===== src/rtl/reg_load_arbiter.sv =====
// reg_load_arbiter: round-robin arbiter and load sequencer for a shared WIDTH-bit register.
// Ports: clk/rst (async active-high); req/din from N_REQ requesters; ack one-hot during LOAD;
//        A = shared register, owner = last loader index, busy = LOAD or HOLD in progress.
// Latency: req seen in IDLE -> ack next cycle -> A updates at end of ack cycle; loads spaced 2+HOLD_CYC.
module reg_load_arbiter #(
  parameter int N_REQ    = 4,
  parameter int WIDTH    = 4,
  parameter int HOLD_CYC = 2
) (
  input  logic                     clk,
  input  logic                     rst,
  input  logic [N_REQ-1:0]         req,
  input  logic [N_REQ*WIDTH-1:0]   din,
  output logic [N_REQ-1:0]         ack,
  output logic [WIDTH-1:0]         A,
  output logic [$clog2(N_REQ)-1:0] owner,
  output logic                     busy
);

  localparam int PW = $clog2(N_REQ);
  // Counter is loaded with HOLD_CYC-1 so that exactly HOLD_CYC HOLD cycles elapse.
  localparam logic [3:0] CNT_INIT = (HOLD_CYC > 0) ? 4'(HOLD_CYC - 1) : 4'd0;

  typedef enum logic [1:0] {IDLE, LOAD, HOLD} state_t;

  state_t          state;
  state_t          state_nxt;
  logic [PW-1:0]   ptr;
  logic [PW-1:0]   gsel;
  logic [PW-1:0]   pick;
  logic [PW-1:0]   idx;
  logic            found;
  logic [3:0]      cnt;
  logic            load;

  // Circular search starting at ptr; N_REQ is a power of 2 so PW-bit wrap is the modulo.
  always_comb begin
    pick  = '0;
    found = 1'b0;
    idx   = '0;
    for (int k = 0; k < N_REQ; k++) begin
      idx = ptr + PW'(k);
      if (!found && req[idx]) begin
        found = 1'b1;
        pick  = idx;
      end
    end
  end

  always_ff @(posedge clk or posedge rst) begin
    if (rst) state <= IDLE;
    else     state <= state_nxt;
  end

  always_comb begin
    state_nxt = state;
    load      = 1'b0;
    ack       = '0;
    busy      = 1'b0;
    case (state)
      IDLE: begin
        if (found) state_nxt = LOAD;
      end
      LOAD: begin
        load      = 1'b1;
        busy      = 1'b1;
        ack[gsel] = 1'b1;
        state_nxt = (HOLD_CYC > 0) ? HOLD : IDLE;
      end
      HOLD: begin
        busy = 1'b1;
        if (cnt == 4'd0) state_nxt = IDLE;
      end
      default: state_nxt = IDLE;
    endcase
  end

  // Grant is frozen in gsel on entry to LOAD; the load happens even if req[gsel] drops meanwhile.
  always_ff @(posedge clk or posedge rst) begin
    if (rst) begin
      gsel  <= '0;
      ptr   <= '0;
      cnt   <= '0;
      A     <= '0;
      owner <= '0;
    end else begin
      if (state == IDLE && found) gsel <= pick;
      if (load) begin
        A     <= din[gsel*WIDTH +: WIDTH];
        owner <= gsel;
        ptr   <= gsel + PW'(1);
        cnt   <= CNT_INIT;
      end else if (state == HOLD && cnt != 4'd0) begin
        cnt <= cnt - 4'd1;
      end
    end
  end

endmodule


===== config.mk =====
export PLATFORM = sky130hd
export DESIGN_NAME = reg_load_arbiter
export DESIGN_NICKNAME = d
export VERILOG_FILES = /design/src/rtl/reg_load_arbiter.sv
export SDC_FILE = /design/constraint.sdc
export NUM_CORES = 1
export LEC_CHECK = 0
export ABC_CLOCK_PERIOD_IN_PS = 2000
export CAP_MARGIN = 20
export CORE_MARGIN = 2
export CORE_UTILIZATION = 47
export CTS_BUF_LIST = sky130_fd_sc_hd__clkbuf_4
export DETAILED_ROUTE_END_ITERATION = 8
export GPL_ROUTABILITY_DRIVEN = 0
export HOLD_SLACK_MARGIN = 0.1
export MAX_ROUTING_LAYER = met4
export PLACE_DENSITY = 0.81
export SYNTH_ARGS = -nofsm -noshare
export SYNTH_HDL_FRONTEND = slang
export SYNTH_SLANG_ARGS = --single-unit
export TNS_END_PERCENT = 1

===== constraint.sdc =====
create_clock -name clk -period 2 [get_ports clk]
set_input_delay 0.4 -clock clk [delete_from_list [all_inputs] [get_ports clk]]
set_output_delay 0.4 -clock clk [all_outputs]
set_load 0.02 [all_outputs]

* After elaboration in Yosys (flattened, before gate mapping)
Index checks and enable logic that the tools add are counted.
W data, S select, Z words.
** Operators by class
- Order comparisons :: 6
- Shifts and indexed selects :: 1
- Multiplexer cells :: 26
- Equality and inequality tests :: 4
- Reduce and logical (&&, ||, !) cells :: 15
- $add $sub $neg :: 5
** Operators by type and width (number)
- $shiftx A16 B5 Y4 :: 1
- $lt A2 B3 Y1 const B :: 5
- $mux W2 :: 6
- $mux W4 :: 3
- $mux W1 :: 11
- $bmux W1 S2 :: 4
- $logic_and A1 B1 Y1 :: 6
- $pmux W2 S3 :: 1
- $add A2 B1 Y2 const B :: 2
- $add A2 B2 Y2 const B :: 2
- $logic_not A4 Y1 :: 1
- $ne A2 B2 Y1 const B :: 2
- $reduce_bool A4 Y1 :: 1
- $sub A4 B1 Y4 const B :: 1
- $logic_not A1 Y1 :: 3
- $demux W1 S2 :: 1
- $eq A2 B1 Y1 const B :: 1
- $eq A2 B2 Y1 const B :: 1
- $ge A2 B1 Y1 const B :: 1
- $logic_not A2 Y1 :: 1
- $reduce_and A2 Y1 :: 1
- $reduce_bool A2 Y1 :: 1
- $reduce_or A2 Y1 :: 1
** Storage, ports and cells
- Logic and storage cells :: 63
- Register bits :: 16
- Output and inout bits :: 11

* Depth between registers and ports, before layout
- Depth after elaboration :: 14
- Mapped depth :: 6

* Worst setup path after synthesis
No wires, ideal clock.
- Path type :: register -> output
- Start point :: register state[1]
- End point :: output ack[0]
- Data arrival time :: 1.377 ns
- Cell stages (with the launch flop) :: 6
- Slack :: 0.223 ns
- Path through :: dfrtp_1 -> inv_1 -> ha_1 -> clkbuf_1 -> clkbuf_1 -> and2_1
** Between the ends
- Cells in the longest elaborated chain, start to end :: 2
** Ends and longest elaborated chain
- start: declaration :: RTL line 26 : state_t state;
- start signal: assignment :: RTL line 52 : else state <= state_nxt;
- $eq A2 B1 Y1 :: RTL line 60 : case (state)
- $mux W4 :: RTL line 60
- end: declaration :: RTL line 14 : output logic [N_REQ-1:0] ack,
Every way passes these cells.

* Final worst setup path
- Start point :: register gsel[0]
- End point :: output ack[2]
** Between the ends
- Cells in the longest elaborated chain, start to end :: 5
- Elaborated cells between the ends (all ways) :: 6
- Classes of those cells :: order compare: 2; mux: 3; reduce/logical: 1
** Ends and longest elaborated chain
- start: declaration :: RTL line 29 : logic [PW-1:0] gsel;
- start signal: assignment :: RTL line 87 : if (state == IDLE && found) gsel <= pick;
- $lt A2 B3 Y1 (not written as such) or $ge A2 B1 Y1 (tied branches) :: RTL line 67 : ack[gsel] = 1'b1;
- $logic_and A1 B1 Y1 (not written as such) :: RTL line 67
- $mux W1 (not written as such) :: RTL line 67
- $demux W1 S2 * :: RTL line 67
- $mux W4 * :: RTL line 60
Every way passes the cells marked *; elsewhere a longest branch is shown, timed or not.

==> impl_results.md <==
- Status: completed
- Total nets after synthesis: 123
- Share of post-route cells with drive strength above 1: 20.2%
- Worst Path Arrival: 1.47 ns
- Leak: 0.627 nW
- Design Power: 0.00193 W
- #FFs+latches synth: 16
- Diodes inserted: 0
- Drt initial violations: 5
- Row Count: 16
- Setup TNS: 0 ns
- Die Ht: 51.0 um
- Initial DRT Pass Iterations: 3
- Synth area leader: dfrtp_1
- Final Hold Vio Count: 0
- Tmin final: 1.87 ns
- Post-Layout Inst Area: 1430 sq um
- Clock latency on the worst-skew pair: 0.29 ns
- Post-CTS setup repair buffer count: 0
- Slew headroom: 60.4%
- Final worst setup slack: 0.125 ns
- Yosys warnings: 0
- Final Non-Filler Cells: 156
- Detail Route Antenna Nets: 0
- Initial antenna violation count: 0
- Number of remaining DRC errors: 0
- # nets final: 162
- Ys flop type: dfrtp_1
- Largest net degree at the start of global routing: 17
- Die Wd: 51.0 um
- Netlist Area Pre-Place: 1040 sq um
- Finish-stage setup viols: 0
- Clock buffer depth: 2
- Synth top area share: 38.6%
- Clock Skews: 0.00781 ns
- CTS sink cnt: 16
- Area of the multi-input gates: 574 sq um
- Vias in the first global route: 819
- Register area share after synthesis: 38.6%
- I/O pin cnt: 33
- Area Growth Syn to Fin: 38.0%
- CTS tree: done
- First-pass GRT wire length: 3550 um
- Vias: 813
- Slew Limit Fails: 0
- DR WL/cell: 13.8 um
- Global Route Usage Sum: 19.1%
- Final wirelength: 2150 um
- Worst Setup End Kind: output pin
- DP Cell Count: 153
- Total CTS buffers: 3
- Hold crit path type: in2async
- Reg clk slew, reported paths: 0.09 ns
- Root buffer cell: clkbuf_4
- Worst vdd ir: 0.879 mV
- Port buffer count: 32
- GRT overflow: 0
- Post-placement setup slack: 0.0999 ns
- Cells after synthesis: 92
- Tcrit/Tclk final: 93.7%
- Top post-synthesis cells by area: dfrtp_1 (39%), ha_1 (11%), mux4_2 (8.7%)
- FF+latch area: 403 sq um
- Pwr/cell area: 1350 nW/um^2
- Number of synthesized flops with an enable pin: 0
- Startpoint types: register
- Worst-path fanout max: 8
- Core box area: 2020 sq um
- Commonest cells after routing, fill and taps aside: clkdlybuf4s50_1 (27), dfrtp_1 (14), inv_1 (12), ha_1 (8), mux2_2 (7)
- H-tree levels: 1
- Max cap viols: 0
- FILL cells: 162
- Ys async rst share: 100%
- CP Data Required Time: 1.60 ns
- Die Area: 2600 sq um
- Worst slew pin tran: 0.593 ns
- Unrepaired setup endpoints after global routing: no
- Synth unique cells: 34
- HPWL after DPL: 1800 um
- Commonest non-fill, non-tap cell in the layout: clkdlybuf4s50_1
- Initial Utilization: 51.2%
- Fmax: 533 MHz
- Vias per cell: 5.21
- Syn avg cell area: 11.3 sq um
- Placed cell areas: 1410 sq um
- CP Class: reg2out
## layer usage
metal	routed length [um]	track usage (%)	up-vias	part of all wire, %
li1	-	-	398	-
met5	0	-	-	0
met2	1190	33.1	10	56
met4	27	8.11	0	1.3
met1	863	21.5	401	40
met3	61	3.51	4	2.8
## critical path, stage by stage (launching register included)
cell,delay [ns]
dfrtp_2,0.45
inv_1,0.09
ha_1,0.20
and2_1,0.14
dlygate4sd2_1,0.31
## power by group
part           leakage (nW)  internal [W]  switching [W]
registers             0.193      0.000487       0.000140
logic                 0.421      0.000603       0.000535
clock network        0.0138     0.0000700      0.0000988
total                 0.627       0.00116       0.000774
## sequential cells by signal (all words and copies together) (netlist names)
register and cells:
cnt 4, gsel 2, state 2, A 4
ptr 2, owner 2
## kinds of logic (layout without fill, tap and decap cells)
kind of cell	Yosys count	in the layout	synth area share (%)
buf+inv	15	52	6.16
xor+xnor	2	2	1.69
compound gates	16	16	11.2
mux	14	14	19.4
flops	16	16	38.6
simple gates	20	20	12.0
fa+ha+maj	9	9	10.9
## repair_timing
item                                    in CTS  in global routing
resized for setup                            6                  2
hold endpoints to repair                     0                  0
hold buffers                                 0                  0
endpoints found under the setup margin       5                  1
## area by class of cell
| class | count | share of cell area, % |
|---|---|---|
| Sequential cell | 16 | 28.2 |
| Clock buffer | 3 | 1.57 |
| Timing Repair Buffer | 37 | 24.6 |
| Multi-Input combinational cell | 61 | 40.2 |
| Inverter | 12 | 3.15 |
| Tap cell | 27 | 2.36 |
## cell usage after synthesis, types with 2 or more instances
cell type,number
dfrtp_1,16
inv_1,12
ha_1,9
mux2_2,7
a21oi_1,4
and2_1,4
mux4_2,4
nand2b_1,3
nor2_1,3
clkbuf_1,2
mux2_1,2
nand2_1,2
nand3b_1,2
xnor2_1,2
## worst paths after layout
check	start	to	slack [ns]	cells past startpoint
max reg2reg	gsel[0]	A[1]	0.50	3
min reg2reg	A[0]	A[0]	0.52	1
min	rst	A[3]	0.48	2
max in group asynchronous	rst	gsel[0]	1.10	2
min in group clk	A[0]	A[0]	0.52	1
max	gsel[0]	ack[2]	0.13	4
## stage by stage
stage                     hold slack (ns)  util (%)
after CTS                           0.499      70.5
final                               0.476      70.7
after global routing                0.522      70.7
after detailed placement            0.494      69.7
after floorplan                     0.314         -
after global placement              0.490      69.7
Power figures use the tool's default switching activity.
